[config.mk]
export PLATFORM = sky130hd
export DESIGN_NAME = booth_pp_accumulator
export DESIGN_NICKNAME = d
export VERILOG_FILES = /design/src/rtl/booth_pp_accumulator.sv
export SDC_FILE = /design/constraint.sdc
export NUM_CORES = 1
export LEC_CHECK = 0
export ABC_AREA = 1
export BUFFER_PORTS_ARGS = -buffer_cell sky130_fd_sc_hd__buf_2
export CAP_MARGIN = 5
export CORE_MARGIN = 5
export CORE_UTILIZATION = 35
export DETAILED_ROUTE_END_ITERATION = 10
export SYNTH_ARGS = -nofsm -noshare
export SYNTH_HDL_FRONTEND = slang
export SYNTH_SLANG_ARGS = --single-unit
[constraint.sdc]
create_clock -name clk -period 3.1 [get_ports clk]
set_input_delay 0.155 -clock clk [delete_from_list [all_inputs] [get_ports clk]]
set_output_delay 0.155 -clock clk [all_outputs]
set_load 0.05 [all_outputs]
[src/rtl/booth_pp_accumulator.sv]
// booth_pp_accumulator
// Takes one radix-4 Booth partial-product set per beat and folds it into a
// signed 8x8 product. Accumulates a group of those products into one
// dot-product result. Two registered stages: fold (A) and accumulate (B).
// Both sides use valid/ready handshakes. A held, unaccepted result freezes
// the whole pipeline.
module booth_pp_accumulator #(
    parameter int ACC_W     = 19,
    parameter int MAX_TERMS = 15,
    parameter int CNT_W     = 4
) (
    input  logic             clk,
    input  logic             reset,
    input  logic             in_valid,
    output logic             in_ready,
    input  logic             in_last,
    input  logic [11:0]      pp0,
    input  logic [9:0]       pp1,
    input  logic [9:0]       pp2,
    input  logic [9:0]       pp3,
    input  logic             neg0,
    input  logic             neg1,
    input  logic             neg2,
    input  logic             neg3,
    output logic             out_valid,
    input  logic             out_ready,
    output logic [ACC_W-1:0] out_data,
    output logic [CNT_W-1:0] out_terms,
    output logic             out_ovf
);

    // Booth sign-extension compensation, added once per product.
    // This is -45056, which is 19'h75000 sign-extended to ACC_W.
    localparam logic [ACC_W-1:0] COMP    = ACC_W'(-45056);
    localparam logic [CNT_W-1:0] MAX_CNT = CNT_W'(MAX_TERMS);

    logic             stall;
    logic             accept;
    logic [ACC_W-1:0] prod_fold;

    logic             valid_a;
    logic             last_a;
    logic [ACC_W-1:0] prod_a;

    logic [ACC_W-1:0] acc;
    logic [CNT_W-1:0] cnt;
    logic             ovf;
    logic             first;

    logic [ACC_W-1:0] acc_next;
    logic [CNT_W-1:0] cnt_next;
    logic             ovf_next;

    // A result that is waiting for its consumer freezes every stage.
    always_comb begin
        stall    = out_valid & ~out_ready;
        in_ready = ~stall;
        accept   = in_valid & in_ready;
    end

    // Weight the partial products and negate bits by their Booth positions,
    // then add the sign-extension compensation. All arithmetic wraps mod 2^ACC_W.
    always_comb begin
        prod_fold = ACC_W'(pp0)
                  + (ACC_W'(pp1) << 2)
                  + (ACC_W'(pp2) << 4)
                  + (ACC_W'(pp3) << 6)
                  + ACC_W'(neg0)
                  + (ACC_W'(neg1) << 2)
                  + (ACC_W'(neg2) << 4)
                  + (ACC_W'(neg3) << 6)
                  + COMP;
    end

    // Stage A: capture the folded product on accept.
    // An unused cycle leaves a bubble in the stage.
    always_ff @(posedge clk) begin
        if (reset) begin
            valid_a <= 1'b0;
            last_a  <= 1'b0;
            prod_a  <= '0;
        end else if (!stall) begin
            valid_a <= accept;
            if (accept) begin
                last_a <= in_last;
                prod_a <= prod_fold;
            end
        end
    end

    // The next accumulator, count and overflow values.
    // The first beat of a group restarts all three.
    // The count saturates at MAX_TERMS.
    // Overflow is flagged once a beat arrives while the count is already saturated.
    always_comb begin
        acc_next = (first ? '0 : acc) + prod_a;
        if (first) begin
            cnt_next = CNT_W'(1);
            ovf_next = 1'b0;
        end else begin
            cnt_next = (cnt == MAX_CNT) ? MAX_CNT : cnt + CNT_W'(1);
            ovf_next = ovf | (cnt == MAX_CNT);
        end
    end

    // Stage B and the output registers.
    // The accumulator is updated with each stage-A product.
    // A last beat loads the result and re-arms the group.
    // When no new result loads, the current one is released.
    always_ff @(posedge clk) begin
        if (reset) begin
            acc       <= '0;
            cnt       <= '0;
            ovf       <= 1'b0;
            first     <= 1'b1;
            out_valid <= 1'b0;
            out_data  <= '0;
            out_terms <= '0;
            out_ovf   <= 1'b0;
        end else if (!stall) begin
            out_valid <= valid_a & last_a;
            if (valid_a) begin
                acc   <= acc_next;
                cnt   <= cnt_next;
                ovf   <= ovf_next;
                first <= last_a;
                if (last_a) begin
                    out_data  <= acc_next;
                    out_terms <= cnt_next;
                    out_ovf   <= ovf_next;
                end
            end
        end
    end

endmodule

* After elaboration in Yosys (flattened, before gate mapping)
Index checks and enable logic that the tools add are counted.
** Cells by class
- Bitwise gates (word level) :: 6
- Equality and inequality tests :: 1
- Add/sub/neg operators :: 10
- Reductions and logical operators :: 3
- Multiplexer cells :: 4
** Operators with widths (count)
- 18-bit by 3-bit adder with 19-bit output :: 1
- 19-bit adder :: 1
- 19-bit adder, second input constant :: 1
- 19-bit by 5-bit adder with 19-bit output :: 1
- 19-bit by 7-bit adder with 19-bit output :: 1
- 19-bit two-way mux :: 1
- 17-bit by 1-bit adder with 18-bit output :: 1
- 15-bit by 16-bit adder with 17-bit output :: 1
- 13-bit by 14-bit adder with 15-bit output :: 1
- 12-bit by 12-bit adder with 13-bit output :: 1
- 4-bit two-way mux :: 2
- 4-bit by 1-bit adder with 4-bit output, second input constant :: 1
- 4-bit == test, second input constant :: 1
- 2-bit AND reduction :: 2
- 1-bit AND :: 3
- 3-bit AND reduction :: 1
- 1-bit NOT :: 2
- 1-bit two-way mux :: 1
- 1-bit bitwise OR :: 1
** Storage, ports and cells
- Output and inout port bits :: 26
- Word-level logic and storage cells :: 35
- Register bits :: 71

* Depth between registers and ports, before layout
Gate-level depths: netlist of run 1.
- Word-level depth :: 8
- Gate-level depth with buffers :: 18
- Gate-level depth less buffers :: 17

* Worst setup path before layout of run 1
Ideal clock, no wire load.
- Path type :: in2reg
- From :: input port pp0[6]
- To :: register prod_a[9]
- Path buffers :: 0
- Path slack :: 0.225 ns
- Setup time :: 0.115 ns
- Data arrival time :: 2.760 ns
- Stages on the path :: 13
- Path through :: inv_1 > fa_1 > fa_1 > inv_1 > fa_1 > ha_1 > a21oi_2 > nand2_2 > nand2_2 > nand2_4 > xor2_1 > o21ai_0 > inv_1
** On the way
- Word-level cells in the longest chain between the ends :: 8
** RTL lines
- start, declared :: RTL line 17 : input logic [11:0] pp0,
- 12-bit by 12-bit adder with 13-bit output :: RTL line 65 : + (ACC_W'(pp1) << 2)
- 13-bit by 14-bit adder with 15-bit output :: RTL line 66 : + (ACC_W'(pp2) << 4)
- 15-bit by 16-bit adder with 17-bit output :: RTL line 67 : + (ACC_W'(pp3) << 6)
- 17-bit by 1-bit adder with 18-bit output :: RTL line 68 : + ACC_W'(neg0)
- 18-bit by 3-bit adder with 19-bit output :: RTL line 69 : + (ACC_W'(neg1) << 2)
- 19-bit by 5-bit adder with 19-bit output :: RTL line 70 : + (ACC_W'(neg2) << 4)
- 19-bit by 7-bit adder with 19-bit output :: RTL line 71 : + (ACC_W'(neg3) << 6)
- 19-bit adder :: RTL line 72 : + COMP;
- end signal, assigned :: RTL line 86 : prod_a <= prod_fold;
- end, declared :: RTL line 43 : logic [ACC_W-1:0] prod_a;
Every way passes these cells.
A chain may end at the register's enable or synchronous reset.

* Final worst setup path of run 1
Ends and elaborated chain as after synthesis.

==> results by group, run 1 <==
Clock network
  • Resized cells post-CTS: 0
  • CTS clk-pin slew, worst paths: 0.06 ns
  • Clock Path Buffers: 2
  • H-tree Lvls: 3
  • TritonCTS Sinks: 71
  • Post-CTS Setup Bufs: 0
  • CTS buffer count: 9
  • TritonCTS clock tree: yes
  • Worst-skew pair later-pin latency: 0.33 ns
  • Root Buffer: clkbuf_16
  • Hold-fix buffers, CTS: 0

Global route
  • Global-route wire length before repair: 21,230 um
  • Gr ovfl total: 0
  • Largest net degree at the start of global routing: 40
  • Number of global-route vias before repair: 4,663
  • Gr usage total: 0.1396
  • Initial antenna violation count: 0

Die
  • Standard-cell rows: 45
  • Die width: 135.1 um
  • Die height: 135.1 um
  • Core Region: 0.01526 mm^2
  • Die area: 0.01826 mm^2
  • I/O Pins: 77
  • Initial cell density of the core: 0.3592

Finish
  • FF/Latch Area: 0.001421 mm^2
  • Post-Layout Inst Area: 0.006362 mm^2
  • Multi-input logic area: 0.003377 mm^2
  • Final cell count without fillers: 1,089
  • Fin nets: 999
  • Layout cell share with drive strength beyond 1: 0.1686
  • P&R area growth vs syn: 16.10%
  • Filler instances: 1,633
  • Antenna cells: 0

Timing
  • Final Hold Fails: 0
  • Actual slew at the worst max-slew pin: 0.5732 ns
  • Hold Worst Slack: 0.08593 ns
  • Final setup TNS: 0 ns
  • Fmax: 366.5 MHz
  • Fin crit share: 0.8802
  • Fin Clk Skew: 0.008007 ns
  • Relative slew margins: 0.6174
  • RSZ-0062 raised after global routing: false
  • Tmin final: 2.729 ns
  • Setup Viol. Count Final: 0
  • Final WS setup: 0.3714 ns
  • Slew Viols, Final: 0

Routing
  • Iteration-0 DRC Markers: 225
  • Final WL: 12,230 um
  • Drt first pass iters: 5
  • WL per Instance: 11.23 um
  • DR vias: 4,886
  • Final ANT Viol Nets: 0
  • Vias per inst: 4.487
  • DR DRC count: 0

Worst setup path
  • Top delay family on crit path: adder cells
  • Critical Path AT: 2.95 ns
  • Startpoint types: input pin
  • Worst endpoint required time: 3.32 ns
  • Crit path max-delay cell type: fa_1
  • Worst path buffer plus inverter count: 4
  • Crit Path Class: in2reg
  • CP cell instances: buf_2 -> inv_1 -> fa_1 -> fa_1 -> inv_1 -> fa_1 -> ha_1 -> a21oi_2 -> nand2_2 -> nand2_2 -> nand2_4 -> xor2_1 -> o21ai_0 -> inv_1
  • CP endpoint kind: flip-flop
  • Max stage delay on crit path: 0.51 ns
  • Critical Path Fanout Max: 6

Synth
  • Avg Inst Size Synth: 6.850 um^2
  • #FFs+latches synth: 71
  • Synth cell types: 34
  • Post-synthesis sequential area ratio: 0.2594
  • Mapped Area: 0.005480 mm^2
  • Synth Net Count: 926
  • Synthesized instance count: 800
  • Synth warnings: 0

Power and ir drop
  • Comb pwr share: 0.360
  • Peak VDD IR: 0.2292 mV
  • Clock Power Share: 0.317
  • Sw Ratio: 0.3643
  • Reg power frac: 0.323
  • P_sw: 0.001178 W
  • PD cells: 508.1 mW/mm^2
  • Leakage: 3.503 nW
  • Pint: 0.002055 W

Place
  • Placed inst area: 0.006058 mm^2
  • Port Buf Inserts: 76
  • Post-placement setup slack: 0.02726 ns
  • Placed insts: 1,073
  • GP Congestion: 0.8607
  • Placed wire-length estimate: 9702 um

Flow run
  • Max-Cap Viols: 0

Hold path
  • Hold crit path type: in2reg

Run status
  • Run status: complete, no violations
Yosys cell counts:
cell | n | area [um^2]
o21ai_1 | 12 | 60.06
a22o_1 | 1 | 8.760
inv_2 | 15 | 56.30
clkbuf_1 | 3 | 11.26
o21ai_0 | 42 | 210.2
nand3_2 | 6 | 60.06
nor2_1 | 98 | 367.9
dfxtp_1 | 71 | 1421
clkinv_1 | 1 | 3.750
nand2_1 | 169 | 634.4
xor2_1 | 8 | 70.07
a21oi_1 | 47 | 235.2
buf_4 | 4 | 30.03
inv_1 | 142 | 533.0
nor3_2 | 4 | 40.04
o21bai_1 | 2 | 15.01
nand2_4 | 2 | 22.52
ha_1 | 56 | 700.7
nor2_2 | 1 | 6.260
nand2_2 | 13 | 81.33
buf_1 | 2 | 7.510
buf_2 | 8 | 40.04
nand3_1 | 32 | 160.2
a21oi_2 | 8 | 70.07
fa_1 | 19 | 380.4
nor2_4 | 4 | 45.04
a31oi_1 | 1 | 6.260
xnor2_1 | 3 | 26.28
nand3b_1 | 13 | 97.59
o211ai_1 | 3 | 22.52
nand4_1 | 2 | 12.51
a21o_1 | 1 | 7.510
nor3_1 | 6 | 30.03
or2_0 | 1 | 6.260
routing by layer:
metal | share of wire | track usage | wire [um]
met1 | 0.50 | 0.1892 | 6123
met2 | 0.45 | 0.2326 | 5511
met3 | 0.042 | 0.02192 | 515
met4 | 0.0065 | 0.03527 | 79
met5 | 0 | 0 | 0
final timing paths:
| check | depth (start not counted) | slack, ns | startpoint | to |
|---|---|---|---|---|
| hold / removal | 3 | 0.09 | in_last | last_a$_SDFFE_PP0P_ |
| setup reg to reg | 16 | 0.71 | first$_SDFFE_PP1P_ | acc[12]$_SDFFE_PP0P_ |
| setup / recovery | 14 | 0.37 | pp0[6] | prod_a[9]$_SDFFE_PP0P_ |
| hold reg to reg | 2 | 0.44 | out_data[15]$_SDFFE_PP0P_ | out_data[15]$_SDFFE_PP0P_ |
cell type report:
type / instances / share of cell area
Multi-Input combinational cell: 554 / 0.5308
Sequential cell: 71 / 0.2234
Inverter: 158 / 0.09322
Timing Repair Buffer: 79 / 0.06332
Clock buffer: 13 / 0.04405
Tap cell: 211 / 0.04149
Clock inverter: 3 / 0.003736
metrics by stage:
stage,util,power (W)
2_1_floorplan,-,0.001960
3_3_place_gp,0.3970,0.002221
3_5_place_dp,0.3970,0.002229
4_1_cts,0.4170,0.003269
5_1_grt,0.4170,0.003486
6_report,0.4170,0.003233
cells in the final DEF (no fill, tap or decap), drive strengths merged, types with 10 or more instances in the layout:
cell and instances:
clkbuf 13, o21ai 54, nand2 184, inv 158, nor3 10, nand3b 13, a21oi 55, nand3 38
dfxtp 71, nor2 103, fa 19, buf 79, ha 56
state kept, by name, summed over array words and instances, names as in the netlist, 4 cells and up:
name       flops
acc           19
cnt            4
out_data      19
out_terms      4
prod_a        19
cell families after synthesis:
group | after synthesis | synth area share
fa+ha+maj | 75 | 0.1973
xor+xnor | 11 | 0.01758
simple gates | 351 | 0.2854
compound gates | 117 | 0.1160
flops | 71 | 0.2594
buf+inv | 175 | 0.1244
power by group through the flow:
stage / sequential [W] / clock, W / combinational, W
6_report: 0.00104 / 0.00102 / 0.00116
5_1_grt: 0.00105 / 0.00109 / 0.00135
4_1_cts: 0.00104 / 0.00105 / 0.00118
3_5_place_dp: 0.00106 / 0 / 0.00117
3_3_place_gp: 0.00106 / 0 / 0.00116
2_1_floorplan: 0.00107 / 0 / 0.000895
worst register-to-register path, delay by kind of cell, from the launching register on:
family                     cells  cell delay, ns
adders and majority gates      2            0.66
buffers and inverters          3            0.22
DFF                            1            0.47
and+or+nand+nor               11            0.93
Power figures use the tool's default switching activity.
==> run 2, diff against run 1 <==
Clock period 3.1 ns to 2.3 ns, I/O delays scaled along.
==> run 2 against run 1 <==
Effect of this change:
- the flow now finishes with violations (setup timing)
- routed wire length grew 5.7%
- critical path depth rose by 2
- worst hold slack got worse by 0.042 ns
- die area stayed put
- register-to-register slack got worse by 0.46 ns
- sequential share of layout area is 1.6 points lower
- via count is 3.0% higher
- largest cell class unchanged
- largest power group unchanged
==> results by group, run 2 (synthesized netlist as in run 1, its figures left out) <==
Timing
  • Tmin final: 2.510 ns
  • Slew Viols, Final: 0 (unchanged)
  • Final Hold Fails: 0 (unchanged)
  • Final setup TNS: -1.673 ns (was 0 ns)
  • Final WS setup: -0.2103 ns (was 0.3714 ns)
  • Fin crit share: 1.091
  • Fin Clk Skew: 0.005295 ns (was 0.008007 ns)
  • Relative slew margins: 0.5472 (was 0.6174)
  • RSZ-0062 raised after global routing: true (was false)
  • Actual slew at the worst max-slew pin: 0.6785 ns (was 0.5732 ns)
  • Fmax: 398.4 MHz
  • Setup Viol. Count Final: 11 (was 0)

Global route
  • Global-route wire length before repair: 22,010 um (was 21,230 um)
  • Number of global-route vias before repair: 4,799 (was 4,663)
  • Gr ovfl total: 0 (unchanged)
  • Largest net degree at the start of global routing: 27 (was 40)
  • Gr usage total: 0.1459 (was 0.1396)
  • Initial antenna violation count: 0 (unchanged)

Place
  • Placed wire-length estimate: 10,410 um (was 9702 um)
  • Port Buf Inserts: 76 (unchanged)
  • GP Congestion: 0.8578 (was 0.8607)

Die
  • Initial cell density of the core: 0.3592 (unchanged)
  • Die width: 135.1 um (unchanged)
  • Core Region: 0.01526 mm^2 (unchanged)
  • Standard-cell rows: 45 (unchanged)
  • I/O Pins: 77 (unchanged)
  • Die area: 0.01826 mm^2 (unchanged)
  • Die height: 135.1 um (unchanged)

Routing
  • Iteration-0 DRC Markers: 244 (was 225)
  • Vias per inst: 4.502 (was 4.487)
  • Final WL: 12,930 um (was 12,230 um)
  • Drt first pass iters: 4 (was 5)
  • DR DRC count: 0 (unchanged)
  • Final ANT Viol Nets: 0 (unchanged)
  • WL per Instance: 11.56 um (was 11.23 um)
  • DR vias: 5,033 (was 4,886)

Power and ir drop
  • PD cells: 748.8 mW/mm^2 (was 508.1 mW/mm^2)
  • Leakage: 3.725 nW (was 3.503 nW)
  • Peak VDD IR: 0.3556 mV (was 0.2292 mV)

Flow run
  • Max-Cap Viols: 0 (unchanged)

Clock network
  • Worst-skew pair later-pin latency: 0.33 ns (about the same)
  • H-tree Lvls: 3 (unchanged)
  • CTS buffer count: 9 (unchanged)
  • TritonCTS Sinks: 71 (unchanged)
  • TritonCTS clock tree: yes (unchanged)
  • Clock Path Buffers: 2 (unchanged)
  • Root Buffer: clkbuf_16 (unchanged)
  • CTS clk-pin slew, worst paths: 0.06 ns (about the same)

Worst setup path
  • Crit path max-delay cell type: fa_1 (unchanged)
  • Crit Path Class: in2reg (unchanged)
  • CP endpoint kind: flip-flop (unchanged)
  • Startpoint types: input pin (unchanged)
  • Worst endpoint required time: 2.53 ns (was 3.32 ns)
  • Critical Path Fanout Max: 5 (was 6)
  • Critical Path AT: 2.74 ns (was 2.95 ns)
  • CP cell instances: buf_6 -> inv_2 -> fa_1 -> fa_1 -> inv_1 -> fa_1 -> ha_4 -> a21oi_4 -> nand2_2 -> nand2_2 -> nand2_4 -> nand2_2 -> a21o_1 -> nand3_1 -> nand2_1 -> inv_1 (was buf_2 -> inv_1 -> fa_1 -> fa_1 -> inv_1 -> fa_1 -> ha_1 -> a21oi_2 -> nand2_2 -> nand2_2 -> nand2_4 -> xor2_1 -> o21ai_0 -> inv_1)
  • Max stage delay on crit path: 0.57 ns (was 0.51 ns)
  • FF-to-FF setup slack: 0.25 ns (was 0.71 ns)

Finish
  • Antenna cells: 0 (unchanged)
  • Commonest non-fill, non-tap cell in the layout: nand2_1 (unchanged)
  • Post-route core utilization: 0.4501 (was 0.4170)
  • Filler instances: 1,599 (was 1,633)
  • Biggest regs: acc (19), out_data (19), prod_a (19) (unchanged)
  • Layout cell share with drive strength beyond 1: 0.2304 (was 0.1686)
  • Commonest cells after routing, fill and taps aside: 167 x nand2_1, 139 x inv_1, 96 x nor2_1 (was 169 x nand2_1, 142 x inv_1, 98 x nor2_1)
  • P&R area growth vs syn: 25.32% (was 16.10%)
  • Fin nets: 1,029 (was 999)

Hold path
  • Hold crit path type: in2reg (unchanged)

Run status
  • Failing checks: setup timing
  • Run status: finished, violations left (was complete, no violations)
-- run 2: final timing paths --
kind | cells after the start | endpoint | startpoint
min | 3 | last_a$_SDFFE_PP0P_ | in_last
max | 16 | prod_a[11]$_SDFFE_PP0P_ | pp1[4]
min reg2reg | 2 | out_data[17]$_SDFFE_PP0P_ | out_data[17]$_SDFFE_PP0P_
max reg2reg | 16 | acc[12]$_SDFFE_PP0P_ | first$_SDFFE_PP1P_
-- run 2: layer usage --
metal / up-vias / routed length (um) / GRT usage
met4: 0 / 133 / 0.03527
met3: 13 / 553 / 0.02043
met2: 91 / 6045 / 0.2541
met1: 2229 / 6196 / 0.1909
met5: - / 0 / 0
li1: 2700 / - / -
-- run 2: repair_timing --
action	4_1_cts	5_1_grt
pin swaps	12	11
endpoints found under the setup margin	13	15
hold endpoints to repair	0	0
hold buffers	0	0
buffers inserted	0	5
gates cloned	0	0
gates resized for setup	15	12
-- run 2: cell type report --
| cell class | instances | area, um^2 | area share |
|---|---|---|---|
| Multi-Input combinational cell | 554 | 3592 | 0.5230 |
| Sequential cell | 71 | 1421 | 0.2070 |
| Timing Repair Buffer | 109 | 644.4 | 0.09382 |
| Inverter | 158 | 600.6 | 0.08745 |
| Tap cell | 211 | 264.0 | 0.03844 |
| Clock buffer | 10 | 239.0 | 0.03480 |
| Clock inverter | 5 | 106.4 | 0.01549 |
-- run 2: report_power, final --
| group | internal, W | leakage, nW | switching (W) |
|---|---|---|---|
| Sequential | 0.00133 | 0.583 | 0.0000669 |
| Clock | 0.00108 | 0.165 | 0.000530 |
| Combinational | 0.000953 | 2.98 | 0.00117 |
-- run 2: critical path, delay by kind of cell --
| kind | cells | cell delay [ns] |
|---|---|---|
| AO/OA/AOI/OAI | 2 | 0.23 |
| adder cells (fa/ha/maj) | 4 | 1.76 |
| buffers and inverters | 4 | 0.18 |
| AND/OR/NAND/NOR | 6 | 0.43 |
-- run 2: per-stage QoR --
step                instances  hold WS [ns]  cell area, um^2  power [W]  worst slack, ns
CTS                      1113       0.04809             6771   0.005110          -0.2043
detailed placement       1098        0.3903             6351   0.003385          -0.6512
global placement         1098        0.3902             6351   0.003363          -0.6195
global route             1118       0.09141             6868   0.005522          -0.3495
floorplan                 800        0.2796             5585   0.002789          -0.4090
finish                   1118       0.04347             6868   0.005143          -0.2103
